[config.mk]
export PLATFORM = sky130hd
export DESIGN_NAME = debug_frame_tx
export DESIGN_NICKNAME = d
export VERILOG_FILES = /design/src/rtl/debug_frame_tx.sv
export SDC_FILE = /design/constraint.sdc
export NUM_CORES = 1
export LEC_CHECK = 0
export ABC_AREA = 1
export BUFFER_PORTS_ARGS = -buffer_cell sky130_fd_sc_hd__buf_4
export CELL_PAD_IN_SITES_DETAIL_PLACEMENT = 1
export CELL_PAD_IN_SITES_GLOBAL_PLACEMENT = 2
export CORE_ASPECT_RATIO = 2
export CORE_MARGIN = 4
export CORE_UTILIZATION = 30
export CTS_BUF_LIST = sky130_fd_sc_hd__clkbuf_16
export CTS_CLUSTER_SIZE = 25
export DETAILED_ROUTE_END_ITERATION = 10
export GPL_ROUTABILITY_DRIVEN = 0
export PLACE_DENSITY_LB_ADDON = 0.25
export SYNTH_ARGS = -nofsm -noshare
export SYNTH_HDL_FRONTEND = slang
export SYNTH_SLANG_ARGS = --single-unit
export TNS_END_PERCENT = 5
[constraint.sdc]
create_clock -name clk -period 2.87 [get_ports clk]
set_clock_uncertainty 0.15 [all_clocks]
set_input_delay 0.574 -clock clk [delete_from_list [all_inputs] [get_ports clk]]
set_output_delay 0.574 -clock clk [all_outputs]
set_load 0.1 [all_outputs]
[src/rtl/debug_frame_tx.sv]
// Debug readout transmitter: snapshots parallel debug words on a trigger and
// streams them as a header / count / big-endian data / XOR-checksum byte frame.
module debug_frame_tx #(
  parameter int         NUM_WORDS = 3,
  parameter logic [7:0] HEADER    = 8'hA5
) (
  input  logic                       clk,
  input  logic                       rst_n,
  input  logic                       trig_i,
  input  logic [NUM_WORDS-1:0][31:0] dbg_words_i,
  output logic [7:0]                 tx_data_o,
  output logic                       tx_vld_o,
  input  logic                       tx_rdy_i,
  output logic                       busy_o,
  output logic                       done_o,
  output logic [15:0]                frame_cnt_o
);

  localparam logic [7:0] LAST_IDX = 8'(4 * NUM_WORDS - 1);
  localparam logic [7:0] WORD_CNT = 8'(NUM_WORDS);

  typedef enum logic [2:0] {IDLE, HDR, CNT, DATA, CSUM} state_t;

  state_t                      state_reg;
  logic                        pending_reg;
  logic [NUM_WORDS-1:0][31:0]  shadow_reg;
  logic [7:0]                  csum_reg;
  logic [7:0]                  idx_reg;
  logic [7:0]                  tx_data_reg;
  logic                        tx_vld_reg;
  logic                        busy_reg;
  logic                        done_reg;
  logic [15:0]                 frame_cnt_reg;

  logic                        handshake;
  logic [7:0]                  idx_next;
  logic [7:0]                  csum_next;
  logic [7:0]                  byte_next;
  logic [5:0]                  word_sel;
  logic [NUM_WORDS-1:0][31:0]  word_masked;
  logic [31:0]                 word_next;

  assign handshake = tx_vld_reg & tx_rdy_i;
  assign csum_next = csum_reg ^ tx_data_reg;
  // Index of the byte to present after this handshake; CNT hands off to byte 0.
  assign idx_next  = (state_reg == DATA) ? idx_reg + 8'd1 : 8'd0;
  assign word_sel  = idx_next[7:2];

  genvar gi;
  generate
    for (gi = 0; gi < NUM_WORDS; gi++) begin : g_word_mux
      assign word_masked[gi] = (word_sel == 6'(gi)) ? shadow_reg[gi] : '0;
    end
  endgenerate

  always_comb begin
    word_next = '0;
    for (int k = 0; k < NUM_WORDS; k++) begin
      word_next = word_next | word_masked[k];
    end
  end

  always_comb begin
    byte_next = '0;
    case (idx_next[1:0])
      2'd0:    byte_next = word_next[31:24];
      2'd1:    byte_next = word_next[23:16];
      2'd2:    byte_next = word_next[15:8];
      default: byte_next = word_next[7:0];
    endcase
  end

  always_ff @(posedge clk) begin
    if (!rst_n) begin
      state_reg     <= IDLE;
      pending_reg   <= 1'b0;
      shadow_reg    <= '0;
      csum_reg      <= '0;
      idx_reg       <= '0;
      tx_data_reg   <= '0;
      tx_vld_reg    <= 1'b0;
      busy_reg      <= 1'b0;
      done_reg      <= 1'b0;
      frame_cnt_reg <= '0;
    end else begin
      done_reg <= 1'b0;
      if (trig_i && state_reg != IDLE) begin
        pending_reg <= 1'b1;
      end
      case (state_reg)
        IDLE: begin
          csum_reg <= '0;
          if (trig_i || pending_reg) begin
            state_reg   <= HDR;
            pending_reg <= 1'b0;
            shadow_reg  <= dbg_words_i;
            csum_reg    <= HEADER;
            tx_data_reg <= HEADER;
            tx_vld_reg  <= 1'b1;
            busy_reg    <= 1'b1;
          end
        end
        HDR: begin
          if (handshake) begin
            state_reg   <= CNT;
            tx_data_reg <= WORD_CNT;
          end
        end
        CNT: begin
          if (handshake) begin
            state_reg   <= DATA;
            csum_reg    <= csum_next;
            idx_reg     <= '0;
            tx_data_reg <= byte_next;
          end
        end
        DATA: begin
          if (handshake) begin
            csum_reg <= csum_next;
            idx_reg  <= idx_next;
            if (idx_reg == LAST_IDX) begin
              state_reg   <= CSUM;
              tx_data_reg <= csum_next;
            end else begin
              tx_data_reg <= byte_next;
            end
          end
        end
        CSUM: begin
          if (handshake) begin
            state_reg     <= IDLE;
            tx_data_reg   <= '0;
            tx_vld_reg    <= 1'b0;
            busy_reg      <= 1'b0;
            done_reg      <= 1'b1;
            frame_cnt_reg <= frame_cnt_reg + 16'd1;
          end
        end
        default: state_reg <= IDLE;
      endcase
    end
  end

  assign tx_data_o   = tx_data_reg;
  assign tx_vld_o    = tx_vld_reg;
  assign busy_o      = busy_reg;
  assign done_o      = done_reg;
  assign frame_cnt_o = frame_cnt_reg;

endmodule

==> flow_summary.toml, run 1 <==
[timing]
maxSlewHeadroom_pct = 57.5
fin_crit_sh_pct = 91.9
finalCriticalPeriod_ns = 2.64
fin_ws_ns = 0.231
timing.final.hold_violations = 0
fmax_ghz = 0.379
fin_tns_setup_ns = 0
worst_pin_slew_ns = 0.635
rsz0062_at_grt = "false"
slew_viol_final = 0
setup_viol = 0

[worst_setup_path]
path_common_cell = "inv_1"
crit_slowest_cell = "nor3_1"
path_class = "register to register"
cpPeakStageDelay_ns = 0.43
crit_fanout = 9
worstPathArrival_ns = 2.79
start_kind = "register"
crit_buf_inv = 4
end_kind = "register"
path_cells = "nor2_1, inv_1, nor2_4, inv_1, nand3_1, nand2_1, inv_1, nand2_1, inv_1, nand2_1, nor3_1, a21oi_1"
cp_top_family = "simple AND/OR/NAND/NOR gates"
crit_required_ns = 3.02

[clock_network]
htreeDepth = 4
cts_buffers = 17
cts_tree = "built"
cts_setup_buffers = 0
clockRootBuffer = "clkbuf_16"
cts.clk_slew.worst_paths_ns = 0.07
clock_sinks = 142
clock_path_buffers = 2
insertion_delay_ns = 0.43

[synth]
syn_area_per_cell_um2 = 7.04
synth_area_um2 = 6450
synthArstFlopShare_pct = 0
synth_edf_count = 0
yosys_warnings = 0
syn_inst = 916
syn_nets = 1018
synthFlopType = "dfxtp_1"
ys_types = 33
synth-seq-cells = 142
ys_seq_area_share_pct = 44.1

[detailed_routing]
dr_total_vias = 6456
drc = 0
drt-wirelength-per-cell_um = 17.3
initialDrtViolationCount = 215
via_per_inst = 4.91
ant_nets = 0
wl_um = 22800
dr.pass1.iters = 4

[floorplan]
die_w_um = 112
start_util_pct = 30.5
ios = 127
die_h_um = 215
fp-row-count = 75
dieArea_um2 = 24100
core_um2 = 21100

[place]
hpwl_um = 17200
preCtsSetupSlack_ns = 0.186
portBuffers = 126

[global_route]
globalRouteTotalUtil_pct = 19.0
antenna_found_initial = 0
grt_max_degree = 68
first_global_vias = 6761
grt_remaining_overflow = 0
grt_pass1_wl_um = 36100

[min_path]
hold_path_class = "input pin to register"

[power]
ir_drop_v = 0.000369
leakagePower_nw = 3.49
power.density_nw_per_um2 = 972

[outcome]
status = "finished clean"

[finish]
area_growth_syn_to_layout_pct = 29.8
nFillCells = 2665
largest_register_ffs = 96
drive_gt1_share_pct = 19.8
fin_nets = 1136
antenna_cells = 0

[job]
maxCapViolations = 0
## timing repair
item	in CTS	in global routing
hold buffers	0	0
setup endpoints to repair	0	1
gates resized for setup	0	1
## cells in the final DEF, fill, tap and decap left out, types with 5 or more instances in the layout
| cell type | netlist | routed |
|---|---|---|
| dfxtp_1 | 142 | 141 |
| o21ai_0 | 102 | 102 |
| o21ai_1 | 5 | 5 |
| nor3_1 | 10 | 10 |
| clkbuf_16 | 0 | 17 |
| inv_1 | 105 | 107 |
| nor2_2 | 7 | 7 |
| nor2_1 | 53 | 52 |
| nand3_1 | 95 | 95 |
| o22ai_1 | 15 | 15 |
| nand2_1 | 145 | 144 |
| buf_4 | 3 | 147 |
| inv_2 | 5 | 5 |
| a21oi_1 | 144 | 144 |
## per-stage QoR
stage                     std cells  cell area [µm²]  util [%]  hold WS (ns)  power, mW
after detailed placement       1284             7750      36.7         0.297       5.86
after CTS                      1316             8370      39.6         0.258       8.27
after global routing           1316             8370      39.7         0.277       8.68
after global placement         1284             7750      36.7         0.290       5.82
after floorplan                 916             6450         -         0.274       4.76
final                          1316             8370      39.7         0.274       8.14
## Yosys cell counts (7+ instances only)
cell type / number / share of area [%]
nand2_1: 145 / 8.4
a21oi_1: 144 / 11
dfxtp_1: 142 / 44
inv_1: 105 / 6.1
o21ai_0: 102 / 7.9
nand3_1: 95 / 7.4
nor2_1: 53 / 3.1
clkbuf_1: 39 / 2.3
o22ai_1: 15 / 1.5
nor3_1: 10 / 0.78
buf_2: 9 / 0.70
nor2_2: 7 / 0.68
## layout make-up
type                       instances  area [µm²]  share of cell area [%]
multi-input combinational        611        2980                    35.6
sequential                       142        2840                    34.0
timing repair buffer             151        1170                    14.0
clock buffer                      17         425                    5.08
inverter                         111         417                    4.98
tap                              269         337                    4.02
clock inverter                    15         196                    2.35
## logic make-up (layout without fill, tap and decap cells)
family | after synthesis | after routing | share of synthesized area (%)
xor+xnor | 8 | 8 | 1.09
buf+inv | 163 | 294 | 9.95
simple gates | 325 | 325 | 22.4
flops | 142 | 142 | 44.1
fa+ha+maj | 2 | 2 | 0.388
compound gates | 276 | 276 | 22.1
## path summary, 6_finish.rpt
check / cells after the start / slack, ns / start / end
max: 12 / 0.23 / state_reg[1] / tx_data_o[0]
min: 3 / 0.27 / dbg_words_i[62] / shadow_reg[62]
max reg2reg: 12 / 0.23 / state_reg[1] / tx_data_o[0]
min reg2reg: 2 / 0.30 / shadow_reg[66] / shadow_reg[66]
## where the power goes
part | total (mW) | switching (mW) | leakage [nW] | internal (mW)
Combinational | 3.03 | 2.11 | 2.02 | 0.918
Clock | 2.38 | 0.924 | 0.306 | 1.45
Sequential | 2.74 | 0.255 | 1.17 | 2.49
## per-layer routing
metal | GRT usage (%) | wire length (µm) | vias up
met2 | 36.4 | 12700 | 99
li1 | - | - | 3276
met4 | 6.74 | 482 | 0
met3 | 3.24 | 702 | 24
met5 | 0 | 0 | -
met1 | 20.6 | 8880 | 3057
## worst min-delay path, stage by stage
cell	delay [ns]
buf_4	0.11
nand3_1	0.07
a21oi_1	0.06
(Power assumes the default switching activity.)
==> run 2, diff against run 1 <==
- GPL_ROUTABILITY_DRIVEN: 0 -> 1
- GPL_TIMING_DRIVEN: not set -> 0
==> run 2 against run 1 <==
Cell count up 2.1%. Global-route usage is 1.9 points higher. Wire length increased by 9.1%. Power down 1.8%. Core utilization down 0.18 points. Hold slack worse by 0.0071 ns. Via count is 2.9% higher. Combinational power hardly changed. Sequential share of layout area grew 0.16 points. Largest cell class unchanged. Largest power group unchanged. Highest routed layer unchanged.
==> flow_summary.toml, run 2 (same netlist as run 1, synthesis figures left out) <==
[floorplan]
ios = 127
start_util_pct = 30.5
fp-row-count = 75
core_um2 = 21100
die_h_um = 215
dieArea_um2 = 24100
die_w_um = 112

[global_route]
globalRouteTotalUtil_pct = 21.0
grt_max_degree = 17
grtUsageMet3_pct = 3.52
grt_remaining_overflow = 0
grt_pass1_wl_um = 39000
antenna_found_initial = 0
grt-busiest-layer = "met2"
first_global_vias = 7101
grt_use_met1_pct = 21.1
use_met2_pct = 42.1

[clock_network]
clockRootBuffer = "clkbuf_16"
insertion_delay_ns = 0.43
cts.clk_slew.worst_paths_ns = 0.06
cts_setup_buffers = 0
clock_path_buffers = 2
clock_sinks = 142
htreeDepth = 4
cts_tree = "built"
cts_buffers = 17
postCtsHoldBufs = 0

[timing]
slew_viol_final = 0
fin_tns_setup_ns = 0
fin_crit_sh_pct = 94.0
fmax_ghz = 0.371
rsz0062_at_grt = "true"
finalCriticalPeriod_ns = 2.70
maxSlewHeadroom_pct = 53.9
setup_viol = 0
worst_pin_slew_ns = 0.692
timing.final.hold_violations = 0

[job]
maxCapViolations = 0

[finish]
largest_register_ffs = 96
fin_nets = 1163
final_cell_mix = "nand2_1 (145), a21oi_1 (144), dfxtp_1 (141), buf_4 (130), inv_1 (106)"
antenna_cells = 0
area_growth_syn_to_layout_pct = 29.2
layout_commonest_cell = "nand2_1"
drive_gt1_share_pct = 18.4
final_util_pct = 39.5
stdcell_area_um2 = 8340
fin_cells = 1343

[place]
placed_cell_area_um2 = 7730
portBuffers = 126
dpl.cell_count = 1311
hpwl_um = 19800
place.gp.congestion = 0.823

[worst_setup_path]
r2r_cells = 14
path_class = "register to register"
regToRegSetupSlack_ns = 0.17
cp-endpoint = "tx_data_o[0]"
crit_required_ns = 3.08
end_kind = "register"
regToRegEndpoint = "tx_data_o[0]"
crit_start = "idx_reg[1]"
start_kind = "register"
r2r-start = "idx_reg[1]"
crit_fanout = 10
worstPathArrival_ns = 2.91

[detailed_routing]
drc = 0
dr_total_vias = 6644
via_per_inst = 4.95
drt-wirelength-per-cell_um = 18.5
initialDrtViolationCount = 200
wl_um = 24900
ant_nets = 0
dr.pass1.iters = 4

[power]
power.density_nw_per_um2 = 960
leakagePower_nw = 3.41
ir_drop_v = 0.000362
total_power_mw = 8.00

[outcome]
status = "finished clean"

[min_path]
hold_path_class = "input pin to register"
-- run 2: repair_timing --
action / 4_1_cts / 5_1_grt
pin swaps: 0 / 3
gates resized for setup: 3 / 9
endpoints found under the setup margin: 43 / 13
endpoints found under the hold margin: 0 / 0
gates cloned: 0 / 0
-- run 2: where the power goes --
part	leakage [nW]	internal [mW]	switching, mW
combinational	1.98	0.854	2.20
sequential	1.17	2.49	0.260
clock	0.271	1.27	0.931
total	3.41	4.61	3.39
-- run 2: critical path, stage by stage (launching register included) --
cell      delay, ns
dfxtp_1        0.38
ha_2           0.24
nand2_1        0.12
nor2_2         0.16
nor2_1         0.08
o21ai_2        0.08
nand2_2        0.14
nor2_4         0.26
nand2_4        0.17
buf_6          0.18
o221ai_1       0.23
nand2_1        0.09
nand3_1        0.11
nand2_1        0.10
a21oi_1        0.14
-- run 2: area by class of cell --
class                           instances  area [µm²]
Clock inverter                         15         146
Timing Repair Buffer                  126         946
Inverter                              111         417
Fill cell                            2700       12800
Multi-Input combinational cell        611        2990
Tap cell                              269         337
Clock buffer                           17         425
Buffer                                 52         233
Sequential cell                       142        2840
-- run 2: per-layer routing --
metal / up-vias / routed length [µm] / part of all wire (%)
li1: 3346 / - / -
met4: 0 / 550 / 2.2
met5: - / 0 / 0
met2: 114 / 14400 / 58
met1: 3153 / 9040 / 36
met3: 31 / 855 / 3.4
-- run 2: through the flow --
stage / setup slack [ns] / hold slack, ns
final: 0.172 / 0.267
after global routing: -0.00111 / 0.271
after CTS: 0.0146 / 0.255
after detailed placement: -0.152 / 0.291
after global placement: -0.161 / 0.283
after floorplan: -0.00122 / 0.274
-- run 2: worst min-delay path by stage --
| stage | start | to | slack (ns) | cells after the start |
|---|---|---|---|---|
| floorplan | shadow_reg[64] | shadow_reg[64] | 0.27 | 2 |
| global placement | shadow_reg[69] | shadow_reg[69] | 0.28 | 2 |
| detailed placement | shadow_reg[69] | shadow_reg[69] | 0.29 | 2 |
| CTS | dbg_words_i[44] | shadow_reg[44] | 0.26 | 3 |
| global route | dbg_words_i[22] | shadow_reg[22] | 0.27 | 3 |
| finish | dbg_words_i[44] | shadow_reg[44] | 0.27 | 3 |
==> run 3, diff against run 2 <==
- BUFFER_PORTS_ARGS: -buffer_cell sky130_fd_sc_hd__buf_4 -> not set
- CORE_UTILIZATION: 30 -> 35
- DONT_BUFFER_PORTS: not set -> 1
- SLEW_MARGIN: not set -> 20
==> run 3 against run 2 <==
Power shrank 0.16%. Cell count shrank 13%. Sequential share of layout area grew 4.5 points. Largest power group is now sequential cells. Core utilization grew 1.3 points. Sequential cell count is the same. Sequential power grew 8.7%. Highest routed layer unchanged. Cell area shrank 11%.
==> flow_summary.toml, run 3 (same netlist as run 1, synthesis figures left out) <==
[finish]
layout_commonest_cell = "nand2_1"
final_cell_mix = "nand2_1 (145), a21oi_1 (144), dfxtp_1 (134), inv_1 (107), o21ai_0 (99)"
antenna_cells = 0
drive_gt1_share_pct = 8.53
largest_register_ffs = 96
final_util_pct = 40.7
fin_nets = 1040
stdcell_area_um2 = 7420
area_growth_syn_to_layout_pct = 15.1

[floorplan]
die_h_um = 200
fp-row-count = 70
start_util_pct = 35.4
dieArea_um2 = 20800
core_um2 = 18200
die_w_um = 104
ios = 127

[detailed_routing]
drc = 0
dr_total_vias = 6225
wl_um = 23900
via_per_inst = 5.34
ant_nets = 0
dr.pass1.iters = 4
drt-wirelength-per-cell_um = 20.5
initialDrtViolationCount = 233

[place]
hpwl_um = 18800
placed_cell_area_um2 = 6720
place.gp.congestion = 0.886
portBuffers = 0

[global_route]
grt_remaining_overflow = 0
globalRouteTotalUtil_pct = 23.2
grt_pass1_wl_um = 36900
grt_max_degree = 17
antenna_found_initial = 0
first_global_vias = 6698

[timing]
fin_hold_ws_ns = 0.148
rsz0062_at_grt = "true"
maxSlewHeadroom_pct = 25.3
fmax_ghz = 0.371
worst_pin_slew_ns = 1.12
finalCriticalPeriod_ns = 2.69
timing.final.hold_violations = 0
fin_crit_sh_pct = 93.8
slew_viol_final = 0
setup_viol = 0

[clock_network]
clockRootBuffer = "clkbuf_16"
insertion_delay_ns = 0.43
cts_tree = "built"
cts.clk_slew.worst_paths_ns = 0.07
postCtsHoldBufs = 0
cts_buffers = 17
clock_sinks = 142
htreeDepth = 4
clock_path_buffers = 2

[worst_setup_path]
r2r_cells = 6
start_kind = "register"
worstPathArrival_ns = 2.82
end_kind = "register"
crit_required_ns = 3.00
crit_fanout = 10
path_class = "register to register"

[outcome]
status = "finished clean"

[power]
total_power_mw = 7.99
leakagePower_nw = 2.87
ir_drop_v = 0.000384
power.density_nw_per_um2 = 1080

[job]
maxCapViolations = 0

[min_path]
hold_path_class = "input pin to register"
min_path_cells = 2
run 3: changes by cell type in the layout (fill, tap and decap cells not counted), sizes merged:
cell      before  now
inv          114  112
bufinv         2    4
clkinv         5    6
buf          137   12
clkbuf        58   60
clkinvlp       5    3
run 3: through the flow:
stage          setup slack [ns]  setup TNS (ns)  instances
2_1_floorplan          -0.00122        -0.00122        916
3_3_place_gp             -0.364           -9.32       1132
3_5_place_dp             -0.429           -8.32       1132
4_1_cts                  0.0353               0       1163
5_1_grt                -0.00860         -0.0205       1166
6_report                  0.177               0       1166
run 3: where the power goes:
group	switching [mW]	internal [mW]	total [mW]
Clock	0.911	1.44	2.35
Combinational	1.92	0.729	2.65
Sequential	0.507	2.49	2.99
run 3: critical path, cell delays in order (launching register included):
cell and delay [ns]:
dfxtp_1 0.30, nor2_1 0.26, clkinv_1 0.26, nand2_1 0.45, clkbuf_1 0.40, clkbuf_1 0.55
a21oi_1 0.14
run 3: area by class of cell:
class	count	area (µm²)
flip-flops and latches	142	2870
clock buffers	17	425
plain buffers	52	236
repair buffers	3	22.5
fillers	2352	10800
inverters	111	419
multi-input cells	611	3000
clock inverters	14	178
well taps	216	270
run 3: routing by layer:
metal	share of wire (%)	vias up	track usage, %
li1	-	3090	-
met1	36	2977	22.5
met2	57	120	46.9
met3	3.9	38	5.05
met4	3.1	0	9.62
met5	0	-	0
run 3: what timing repair did:
item | CTS | global route
buffers inserted | 0 | 3
endpoints found under the setup margin | 68 | 19
gates cloned | 0 | 0
pin swaps | 0 | 4
gates resized for setup | 8 | 23
run 3: final timing paths:
| path | from | end | slack, ns |
|---|---|---|---|
| min | dbg_words_i[43] | shadow_reg[43] | 0.15 |
| max | pending_reg | busy_o | 0.18 |
| max reg2reg | pending_reg | busy_o | 0.18 |
| min reg2reg | shadow_reg[71] | shadow_reg[71] | 0.30 |
